### src/rtl/preg_free_list_pkg.sv
// Shared constants and types for the physical-register free list.
// Tag width is derived from the pool size.
package preg_free_list_pkg;

  localparam int NUM_PREGS = 64;
  localparam int NUM_AREGS = 32;
  localparam int PW = $clog2(NUM_PREGS);

  typedef logic [PW-1:0] preg_t;
  typedef logic [PW:0] cnt_t;

  typedef enum logic {
    INIT = 1'b0,
    RUN  = 1'b1
  } state_t;

  // Architectural regs p0..p(NUM_AREGS-1) hold mappings out of reset.
  localparam logic [NUM_PREGS-1:0] BUSY_RST =
    {{(NUM_PREGS-NUM_AREGS){1'b0}}, {NUM_AREGS{1'b1}}};

endpackage

### src/rtl/preg_fifo.sv
// Circular tag store with one write and one read port.
// Occupancy is tracked by count, not by pointer equality.
module preg_fifo
  import preg_free_list_pkg::*;
(
  input  logic          clk,
  input  logic          rst,
  input  logic          wr_en,
  input  logic [PW-1:0] wr_data,
  input  logic          rd_en,
  output logic [PW-1:0] rd_data,
  output logic [PW:0]   count
);

  preg_t mem [NUM_PREGS];
  preg_t head;
  preg_t tail;

  // Tag storage; contents are don't-care until written.
  always_ff @(posedge clk) begin
    if (wr_en) begin
      mem[tail] <= wr_data;
    end
  end

  // Pointers wrap naturally at PW bits; count tracks occupancy.
  always_ff @(posedge clk) begin
    if (rst) begin
      head  <= '0;
      tail  <= '0;
      count <= '0;
    end else begin
      if (wr_en) begin
        tail <= tail + 1'b1;
      end
      if (rd_en) begin
        head <= head + 1'b1;
      end
      unique case ({wr_en, rd_en})
        2'b10:   count <= count + 1'b1;
        2'b01:   count <= count - 1'b1;
        default: count <= count;
      endcase
    end
  end

  assign rd_data = mem[head];

endmodule

### src/rtl/preg_free_list.sv
// Physical-register free list: init sequencer, busy bitmap,
// allocate/free arbitration and sticky illegal-free flag.
module preg_free_list
  import preg_free_list_pkg::*;
(
  input  logic          clk,
  input  logic          rst,
  input  logic          alloc_req,
  output logic          alloc_gnt,
  output logic [PW-1:0] alloc_preg,
  input  logic          free_valid,
  input  logic [PW-1:0] free_preg,
  output logic [PW:0]   free_count,
  output logic          init_done,
  output logic          err
);

  state_t state;
  state_t state_nxt;
  preg_t  init_ptr;
  logic [NUM_PREGS-1:0] busy;

  logic  in_init;
  logic  in_run;
  logic  free_ok;
  logic  free_bad;
  logic  wr_en;
  preg_t wr_data;
  preg_t head_tag;
  cnt_t  count;

  assign in_init = (state == INIT);
  assign in_run  = (state == RUN);

  // INIT seeds the list once per cycle; RUN is left only by reset.
  always_comb begin
    state_nxt = state;
    unique case (state)
      INIT: begin
        if (init_ptr == PW'(NUM_PREGS-1)) begin
          state_nxt = RUN;
        end
      end
      RUN: state_nxt = RUN;
      default: state_nxt = INIT;
    endcase
  end

  // State register.
  always_ff @(posedge clk) begin
    if (rst) begin
      state <= INIT;
    end else begin
      state <= state_nxt;
    end
  end

  // Next tag to seed during INIT.
  always_ff @(posedge clk) begin
    if (rst) begin
      init_ptr <= PW'(NUM_AREGS);
    end else if (in_init) begin
      init_ptr <= init_ptr + 1'b1;
    end
  end

  // Reset overrides a grant in the same cycle.
  assign alloc_gnt = !rst && in_run && alloc_req
                     && (count != '0);
  assign alloc_preg = alloc_gnt ? head_tag : '0;

  // A tag in the list is never busy, so a double free is caught here.
  assign free_ok  = in_run && free_valid
                    && (free_preg != '0) && busy[free_preg];
  assign free_bad = free_valid && !free_ok;

  assign wr_en   = in_init || free_ok;
  assign wr_data = in_init ? init_ptr : free_preg;

  preg_fifo u_fifo (
    .clk     (clk),
    .rst     (rst),
    .wr_en   (wr_en),
    .wr_data (wr_data),
    .rd_en   (alloc_gnt),
    .rd_data (head_tag),
    .count   (count)
  );

  // Busy bitmap: set on grant, cleared on accepted free.
  always_ff @(posedge clk) begin
    if (rst) begin
      busy <= BUSY_RST;
    end else begin
      if (alloc_gnt) begin
        busy[head_tag] <= 1'b1;
      end
      if (free_ok) begin
        busy[free_preg] <= 1'b0;
      end
    end
  end

  // Sticky illegal-free flag.
  always_ff @(posedge clk) begin
    if (rst) begin
      err <= 1'b0;
    end else if (free_bad) begin
      err <= 1'b1;
    end
  end

  assign free_count = count;
  assign init_done  = in_run;

endmodule
### config.mk
export PLATFORM = sky130hd
export DESIGN_NAME = preg_free_list
export DESIGN_NICKNAME = d
export VERILOG_FILES = /design/src/rtl/preg_free_list_pkg.sv /design/src/rtl/preg_fifo.sv /design/src/rtl/preg_free_list.sv
export SDC_FILE = /design/constraint.sdc
export NUM_CORES = 1
export LEC_CHECK = 0
export ABC_CLOCK_PERIOD_IN_PS = 11400
export BUFFER_PORTS_ARGS = -buffer_cell sky130_fd_sc_hd__buf_2
export CORE_ASPECT_RATIO = 2
export CORE_MARGIN = 10
export CORE_UTILIZATION = 55
export CTS_BUF_LIST = sky130_fd_sc_hd__clkbuf_16
export CTS_CLUSTER_DIAMETER = 50
export DETAILED_ROUTE_END_ITERATION = 6
export MAX_ROUTING_LAYER = met4
export PLACE_DENSITY = 0.71
export SLEW_MARGIN = 20
export SYNTH_ARGS = -nofsm -noshare
export SYNTH_HDL_FRONTEND = slang
export SYNTH_SLANG_ARGS = --single-unit
### constraint.sdc
create_clock -name clk -period 11.4 [get_ports clk]
set_input_delay 0 -clock clk [delete_from_list [all_inputs] [get_ports clk]]
set_output_delay 0 -clock clk [all_outputs]
set_load 0.01 [all_outputs]
==> metrics, run 1 <==
status=complete, no violations; Seq/Total Area, Yosys=64.1%; Crit Path Max Fanout=65; CP required=11.84 ns; period utilisation layout=44.4%; number of synthesized flops with an enable pin=384; remaining antenna violation count=0; WL per Instance=29.5 µm; Synthesized Nets=1396; RD Place Congestion=0.976; HPWL after detailed placement=37.4 mm; largest net degree at the start of global routing=78; Top Ports=26; footprint of the multi-input gates=7040 µm²; crit path launch type=register; RSZ-0062 raised after global routing=false; fillers=2766; f_max=0.198 GHz; worst-path cell chain=mux2_2, a221oi_1, a221oi_1, a311oi_2, a21oi_2, nor2_4, buf_4, ha_1, xor2_1, ha_1, a21oi_1, o21ai_0, a2111oi_0, o21ai_0, a21oi_1, xnor2_1, nor2_1; initial antenna violation count=0; Final Util=61.0%; Largest stage delay, worst path=0.68 ns; syn avg cell area=15.2 µm²; Pre-antenna DRT Iters=5; drt initial violations=1290; Slew Viols, Final=0; PortBufs=25; Pleak=7.18 nW; via count=13000; setup_tns=0 ns; H-tree depth=2; Max-cap violations=0; clock power share=42.6%; Comb pwr share=4.4%; Die Y=297 µm; worst relative slew slack=25.4%; synth warn=0; crit end category=register; TritonCTS Sinks=481; synthesis-to-layout area growth=9.99%; leading post-synthesis cells by instance count=edfxtp_1, dfxtp_1, mux4_2; Die Wd=158 µm; P per Cell Area=155 nW/µm²; Synth area leader=edfxtp_1; Clock Latency Late Sink=0.56 ns; maximum vdd drop=88.8 µV; register area=13500 µm²; GR Util All Layers=24.6%; CP max stage cell=a311oi_2; Synth area leaders=edfxtp_1, dfxtp_1, mux4_2; vias in the first global route=13200; top-count cell post-synth=edfxtp_1; Overflow after GRT=0; Yosys top cell area share=54.8%; clock buffer depth=3; Hold Crit Class=in2reg; sw frac=21.3%; P_int=2.83 mW; Worst Path Arrival=5.50 ns; routed vias/inst=6.95; NumNets Final=1397; Flop pwr share=53.1%; FFs w/ async S/R, synth=0%; row cnt=101; core box area=37900 µm²; post-route cell area=23100 µm²; Starting Density=55.5%; Pwr Total=3.59 mW; Synth Cell Area=21000 µm²; final hold viol count=0; #FFs+latches synth=481; CTS tree=yes; count of different cell masters after synthesis=90; Sw Pwr=764 µW; CTS resizes=0; fin crit period=5.06 ns; ys flop type=edfxtp_1; Area after DPL=21600 µm²; Syn Inst Count=1380; Setup Viol. Count Final=0; clock slew at reported path FFs=0.07 ns; clock root buffer=clkbuf_16; n_diodes=0; Worst Skew=0.0211 ns; first-pass GRT wire length=82.8 mm; dpl ws=6.15 ns; WS Path Type=reg2reg; fraction of layout cells with a size suffix above 1=21.5%; Least-Margin Pin Slew=1.11 ns; Routed WL=55.3 mm; CTS buffer count=42; worst setup margin=6.34 ns; DRC Markers=0; DIE AREA=46900 µm²
logic make-up after synthesis:
family                     count (synthesis)  share of synthesized area [%]
DFF                                      481                           64.1
and+or+nand+nor                          349                           9.03
AOI/OAI and AO/OA                        226                           8.84
muxes                                    169                           13.9
buffers and inverters                    134                           3.18
xor gates and xnor gates                  15                          0.625
adders and majority gates                  6                          0.357
cells in the final DEF (no fill, tap or decap), types with 15 or more instances in the layout:
cell,count
edfxtp_1,384
dfxtp_1,94
mux4_2,75
nor2_1,72
mux2i_1,53
nand2_1,47
buf_4,44
clkbuf_16,43
nor3_1,39
a41oi_1,33
nand3_1,28
buf_2,26
nand4_1,25
mux2_2,24
o21ai_0,19
a211oi_1,19
nor4_1,18
a311oi_1,17
nand2b_1,16
a21oi_1,16
inv_1,16
mux4_1,16
nor2b_1,15
a22oi_1,15
power groups by stage:
stage | logic [mW] | registers (mW) | clock network (mW)
floorplan | 0.0940 | 1.94 | 0
global placement | 0.147 | 1.94 | 0
detailed placement | 0.151 | 1.94 | 0
CTS | 0.152 | 1.91 | 1.55
global route | 0.164 | 1.91 | 1.61
finish | 0.157 | 1.91 | 1.53
sequential cells by signal, indices dropped and copies added (netlist names), named ones only:
name          cells
err               1
u_fifo.count      7
init_ptr          6
init_done         1
u_fifo.tail       6
u_fifo.head       6
busy             64
u_fifo.mem      384
routing by layer:
metal | vias to the layer above | share of wire (%) | global-route usage [%]
met5 | - | 0 | -
met4 | 0 | 8.9 | 18.9
met3 | 241 | 5.5 | 3.24
met2 | 630 | 53 | 42.8
met1 | 6545 | 32 | 24.1
li1 | 5612 | - | -
cell type report:
| cell class | count | share of cell area, % |
|---|---|---|
| clock buffer | 43 | 4.65 |
| clock inverter | 32 | 1.70 |
| inverter | 19 | 0.308 |
| multi-input combinational | 765 | 30.5 |
| sequential | 481 | 58.3 |
| tap | 463 | 2.50 |
| timing repair buffer | 72 | 2.08 |
metrics by stage:
| stage | hold WS (ns) | cells |
|---|---|---|
| after floorplan | 0.311 | 1380 |
| after global placement | 0.418 | 1797 |
| after detailed placement | 0.423 | 1798 |
| after CTS | 0.0663 | 1875 |
| after global routing | 0.119 | 1875 |
| final | 0.0889 | 1875 |
critical path: cells and delay by family, from the launching register on:
family,cells,cell delay (ns)
AOI/OAI and AO/OA,9,2.67
xor gates and xnor gates,2,0.24
adders and majority gates,2,0.65
buffers and inverters,1,0.63
DFF,1,0.31
muxes,1,0.26
and+or+nand+nor,2,0.17
repair_timing:
item | CTS | global route
buffers inserted | 0 | 0
hold buffers | 2 | 0
endpoints found under the hold margin | 28 | 0
final timing paths:
| path | start | end | cells after the start | slack, ns |
|---|---|---|---|---|
| worst max register to register | busy[31] | u_fifo.count[6] | 17 | 6.34 |
| worst min register to register | busy[0] | busy[0] | 2 | 0.46 |
| worst max-delay path | busy[31] | u_fifo.count[6] | 17 | 6.34 |
| worst min-delay path | alloc_req | register | 5 | 0.09 |
No activity file was read; power rests on OpenSTA's default activity.
==> run 2, diff against run 1 <==
ABC_AREA = 1   (was default)
ABC_CLOCK_PERIOD_IN_PS = 4500   (was 11400)
PLACE_DENSITY = 0.74   (was 0.71)
clock period = 4.5 ns   (was 11.4 ns; I/O delays follow)
==> run 2 against run 1 <==
Sequential power rose to 2.5 times the previous value. Critical path depth decreased by 4. Critical endpoint is now busy[54]. Core utilization up 0.60 points. Worst setup slack worse by 5.3 ns. Clock power rose to 2.5 times the previous value. Maximum frequency increased by 46%. Clock skew shrank 0.0076 ns. Global-route usage is 1.7 points higher. Design area down 1.0%. Non-clock buffer count fell by 3.
==> metrics, run 2 <==
status=complete, no violations; ys flop type=edfxtp_1; first-pass GRT wire length=88.9 mm (+7.3%); Starting Density=55.7% (+0.23 points); Hold EP=busy[46]; Area after DPL=21400 µm² (-1.1%); max reg flops=384 (unchanged); maximum vdd drop=311 µV (+250%); number of synthesized flops with an enable pin=384 (unchanged); PortBufs=25 (unchanged); synthesis-to-layout area growth=10.6%; top-count cell post-synth=nand2_1; most frequent cells in the layout=nand2_1, edfxtp_1, nand3_1; R2R depth=13 (-4); Pwr Total=8.99 mW (+150%); P per Cell Area=393 nW/µm² (+150%); Worst Path Arrival=3.96 ns (-1.54 ns); row cnt=100 (-0.99%); Reg-to-Reg End=busy[54]; slack of the worst reg-to-reg path=1.02 ns (-5.31 ns); core box area=37200 µm² (-2.0%); synth warn=0 (unchanged); via count=15400 (+18%); Largest stage delay, worst path=0.75 ns (+0.07 ns); n_diodes=0 (unchanged); most frequent CP cell=nand2_1; CTS buffer count=43 (+2.4%); Regs by FF count=u_fifo.mem: 384 flops, busy: 64 flops, u_fifo.count: 7 flops; setup_tns=0 ns (unchanged); Synthesized Nets=2166 (+55%); commonest non-fill, non-tap cell in the layout=nand2_1; Final Non-Filler Cells=2656 (+42%); syn avg cell area=9.63 µm² (-37%); Pleak=8.86 nW (+23%); crit path launch type=register; DRC Markers=0 (unchanged); Die Wd=157 µm (-0.69%); Least-Margin Pin Slew=0.999 ns (-0.110 ns); H-tree depth=2 (unchanged); Crit Path Max Fanout=192 (+200%); fin crit period=3.48 ns (-1.59 ns); clock buffer depth=3 (unchanged); Hold Crit Class=in2reg; Synth area leaders=edfxtp_1, nand2_1, dfxtp_1; NumNets Final=2179 (+56%); largest net degree at the start of global routing=193 (+150%); post-route cell area=22900 µm² (-1.0%); Final Util=61.6% (+0.60 points); Clock Latency Late Sink=0.56 ns (about the same); FFs w/ async S/R, synth=0% (unchanged); Top delay family on crit path=simple AND/OR/NAND/NOR gates; worst path bufs/invs=1 (unchanged); largest register by flop count=u_fifo.mem; Syn Inst Count=2150 (+56%); Routed WL=58.7 mm (+6.1%); DIE AREA=46300 µm² (-1.4%); postcts setup bufs=0 (unchanged); CP max stage cell=nor3_1; Pre-antenna DRT Iters=5 (unchanged); Top Ports=26 (unchanged); CP required=4.99 ns (-6.85 ns); worst relative slew slack=33.1% (+7.7 points); remaining antenna violation count=0 (unchanged); drt initial violations=1305 (+1.2%); crit end category=register; routed vias/inst=5.81 (-16%); clock root buffer=clkbuf_16; leading post-synthesis cells by instance count=nand2_1, edfxtp_1, nand3_1; Slew Viols, Final=0 (unchanged); #FFs+latches synth=481 (unchanged); GR Util All Layers=26.3% (+1.7 points); HPWL after detailed placement=39.1 mm (+4.7%); final hold viol count=0 (unchanged); Overflow after GRT=0 (unchanged); HP Start=free_preg[4]; TritonCTS Sinks=481 (unchanged); Max-cap violations=0 (unchanged); fraction of layout cells with a size suffix above 1=7.19% (-14 points); CTS tree=yes; Setup Viol. Count Final=0 (unchanged); Seq/Total Area, Yosys=65.1% (+1.0 points); worst hold stages=6 (+1); clock slew at reported path FFs=0.07 ns (about the same); vias in the first global route=15300 (+15%); RD Place Congestion=0.971 (-0.50%); Placed Cells=2573 (+43%); Synth area leader=edfxtp_1; Worst Skew=0.0136 ns (-0.00758 ns); f_max=0.288 GHz (+46%); RSZ-0062 raised after global routing=false; WL per Instance=22.1 µm (-25%); Synth Cell Area=20700 µm² (-1.6%); period utilisation layout=77.3% (+33 points); initial antenna violation count=0 (unchanged); worst-path cell chain=buf_12, nand2_1, nand3_1, nand3_1, nand2_1, nand2_1, nand3_1, nand3_1, nand2_1, nand2_1, nor3_1, a21oi_1, nor2_1; count of different cell masters after synthesis=33 (-63%); WS Path Type=reg2reg; Die Y=294 µm (-0.73%); Yosys top cell area share=55.7% (+0.87 points)
run 2: cell types whose count changed after synthesis, sizes merged, moves of 37 or more:
cell / change
mux4: -91
mux2i: -53
a41oi: -37
inv: +98
a21oi: +38
nor2: +95
nand3: +339
nand2: +700
run 2: how the worst max path moves through the flow:
stage / startpoint / to / cells after the start
after floorplan: init_done / u_fifo.mem[0][1] / 3
after global placement: free_preg[1] / u_fifo.count[6] / 26
after detailed placement: free_preg[1] / u_fifo.count[6] / 26
after CTS: busy[11] / u_fifo.count[6] / 24
after global routing: register / busy[54] / 13
final: register / busy[54] / 13
run 2: final cells by class:
cell class	instances	area, µm²
clock buffers	45	1130
clock inverters	34	360
fillers	3004	14300
inverters	113	427
multi-input cells	1455	6410
flip-flops and latches	481	13500
well taps	459	574
repair buffers	69	515
run 2: kinds of logic (layout without fill, tap and decap cells):
kind of cell             after synthesis  in the layout  share of synthesized area, %
XOR/XNOR                              12             12                         0.508
AO/OA/AOI/OAI                        124            124                          3.23
buffers and inverters                214            261                          4.27
adder cells (fa/ha/maj)                6              6                         0.363
AND/OR/NAND/NOR                     1313           1313                          26.5
flip-flops                           481            481                          65.1
run 2: worst min-delay path, cell delays in order:
cell     delay [ns]
buf_2          0.15
nor3_2         0.06
buf_4          0.17
nand2_1        0.07
nand2_1        0.05
nor2_1         0.07
run 2: what timing repair did:
action	in CTS	in global routing
hold endpoints to repair	18	0
endpoints found under the setup margin	0	0
gates resized for setup	0	0
hold buffers	4	0
run 2: routing by layer:
metal / vias up / wire, µm / global-route usage (%)
met5: - / 0 / -
met4: 0 / 4630 / 18.1
met3: 206 / 2730 / 2.28
met2: 638 / 32000 / 47.6
met1: 7305 / 19300 / 25.8
li1: 7270 / - / -
run 2: through the flow:
stage               setup slack [ns]  hold slack (ns)
floorplan                      0.421            0.145
global placement               0.765            0.262
detailed placement             0.742            0.263
CTS                             1.05           0.0491
global route                   0.728            0.112
finish                          1.02           0.0670
run 2: power by group:
group | switching (mW) | total, mW | internal [mW]
combinational | 0.222 | 0.286 | 0.0630
sequential | 0.0150 | 4.82 | 4.81
clock | 1.65 | 3.88 | 2.23
total | 1.89 | 8.99 | 7.10
==> run 3, diff against run 2 <==
ABC_CLOCK_PERIOD_IN_PS = 3200   (was 4500)
PLACE_DENSITY = 0.71   (was 0.74)
clock period = 3.2 ns   (was 4.5 ns; I/O delays follow)
==> run 3 against run 2 <==
Critical path depth grew 11. Sequential share of layout area decreased by 1.4 points. Sequential cell count is the same. Maximum frequency increased by 15%. Worst hold slack got worse by 0.030 ns. Die area unchanged. Critical path type unchanged. Largest cell class unchanged.
==> metrics, run 3 (synthesis gave the netlist of run 2 again) <==
TritonCTS Sinks=481 (unchanged); remaining antenna violation count=0 (unchanged); Setup Viol. Count Final=0 (unchanged); RSZ-0062 raised after global routing=true; Flop pwr share=56.4% (+2.8 points); fillers=3045 (+1.4%); Sw Pwr=2.60 mW (+38%); most frequent cells in the layout=nand2_1, edfxtp_1, nand3_1; Clock Latency Late Sink=0.56 ns (about the same); row cnt=100 (unchanged); Worst Skew=0.0231 ns (+0.00952 ns); CTS tree=yes; final hold viol count=0 (unchanged); Pwr Total=12.0 mW (+34%); max reg flops=384 (unchanged); sw frac=21.6% (+0.62 points); Max-cap violations=0 (unchanged); footprint of the multi-input gates=6430 µm² (+0.33%); RD Place Congestion=1.01 (+3.7%); Die Y=294 µm (unchanged); clock buffer depth=3 (unchanged); fin crit period=3.03 ns (-0.451 ns); synthesis-to-layout area growth=13.2%; commonest non-fill, non-tap cell in the layout=nand2_1; Top Ports=26 (unchanged); DIE AREA=46300 µm² (unchanged); register area=13500 µm² (unchanged); GR Util All Layers=26.5% (+0.25 points); worst relative slew slack=41.0% (+7.8 points); DRC Markers=0 (unchanged); fraction of layout cells with a size suffix above 1=10.8% (+3.6 points); crit end category=register; Pre-antenna DRT Iters=7 (+2); clock power share=39.8% (-3.4 points); Slew Viols, Final=0 (unchanged); Starting Density=55.7% (unchanged); setup_tns=0 ns (unchanged); CP required=3.63 ns (-1.36 ns); first-pass GRT wire length=90.2 mm (+1.5%); Die Wd=157 µm (unchanged); initial antenna violation count=0 (unchanged); largest net degree at the start of global routing=80 (-59%); via count=15800 (+2.2%); WS Path Type=reg2reg; Pleak=9.23 nW (+4.2%); core box area=37200 µm² (unchanged); Routed WL=59.6 mm (+1.6%); WL per Instance=21.8 µm (-1.4%); PortBufs=25 (unchanged); n_diodes=0 (unchanged); postcts setup bufs=0 (unchanged); f_max=0.330 GHz (+15%); Hold Crit Class=in2reg; Regs by FF count=u_fifo.mem: 384 flops, busy: 64 flops, u_fifo.count: 7 flops; P_int=9.42 mW (+33%); crit path launch type=register; clock root buffer=clkbuf_16; clock slew at reported path FFs=0.07 ns (about the same); Comb pwr share=3.8% (+0.6 points); P per Cell Area=513 nW/µm² (+31%); maximum vdd drop=502 µV (+62%); status=complete, no violations; Overflow after GRT=0 (unchanged); H-tree depth=2 (unchanged); largest register by flop count=u_fifo.mem; HPWL after detailed placement=41.0 mm (+4.9%); vias in the first global route=15700 (+2.8%); routed vias/inst=5.76 (-0.84%); period utilisation layout=94.6% (+17 points); CTS buffer count=41 (-4.7%); Worst Path Arrival=3.46 ns (-0.50 ns); Crit Path Max Fanout=4 (-98%); drt initial violations=1088 (-17%); Least-Margin Pin Slew=0.886 ns (-0.114 ns); NumNets Final=2262 (+3.8%)
run 3: changes by cell type in the layout (fill, tap and decap cells not counted), moves of 2 or more:
cell	change
buf_12	+8
buf_4	+78
bufinv_16	-6
clkbuf_16	-2
clkinvlp_4	+2
inv_6	+3
inv_8	-2
nor2_1	-4
nor2_2	+4
o21ai_0	-3
o21ai_1	+3
run 3: critical path: stages (launching register included):
cell and delay [ns]:
dfxtp_1 0.31, inv_1 0.09, o22ai_1 0.19, nor2_1 0.07, nand3_1 0.06, nand2_1 0.05, nand2_1 0.11, nor2_1 0.06
nand2_1 0.16, nand2_2 0.08, nand2_1 0.08, inv_1 0.06, ha_1 0.22, buf_4 0.15, buf_4 0.15, xnor2_1 0.20
o21ai_1 0.11, a31oi_1 0.22, nor2_1 0.08, inv_1 0.07, nor2_1 0.04, nand2_1 0.07, nand3_1 0.09, o21ai_1 0.13
a21oi_1 0.06
run 3: final cells by class:
cell class | count | area share, %
Tap cell | 459 | 2.45
Clock inverter | 32 | 0.833
Sequential cell | 481 | 57.5
Multi-Input combinational cell | 1455 | 27.4
Inverter | 113 | 1.82
Timing Repair Buffer | 154 | 5.34
Clock buffer | 43 | 4.59
run 3: power groups by stage:
stage,sequential [mW],combinational [mW],clock (mW)
after floorplan,6.93,0.222,0
after global placement,6.92,0.433,0
after detailed placement,6.92,0.439,0
after CTS,6.78,0.445,4.83
after global routing,6.78,0.485,5.06
final,6.78,0.452,4.79
run 3: what timing repair did:
action	4_1_cts	5_1_grt
endpoints found under the setup margin	0	26
resized for setup	0	9
hold buffers	3	0
hold endpoints to repair	15	0
run 3: worst paths after layout:
kind                                        end  slack, ns         start  cells after the start
worst min-delay path                    busy[7]       0.04  free_preg[1]                      6
worst max register to register  u_fifo.count[6]       0.17      busy[11]                     24
worst max-delay path            u_fifo.count[6]       0.17      busy[11]                     24
worst min register to register         busy[38]       0.47      busy[38]                      2
run 3: metal layers:
metal | global-route usage [%] | vias to the layer above | wire length [µm]
met5 | - | - | 0
met2 | 48.3 | 587 | 32600
met3 | 2.82 | 214 | 2680
li1 | - | 7431 | -
met4 | 17.7 | 0 | 4570
met1 | 25.6 | 7523 | 19700
run 3: through the flow:
stage	instances	util, %	hold WS, ns	cell area (µm²)	setup WS [ns]
5_1_grt	2737	63.1	0.0483	23400	-0.0642
2_1_floorplan	2150	-	0.145	20700	-0.879
3_5_place_dp	2659	59.5	0.276	22100	-0.0651
4_1_cts	2737	63.0	0.0152	23400	0.0619
6_report	2737	63.1	0.0372	23400	0.174
3_3_place_gp	2659	59.5	0.260	22100	-0.0802
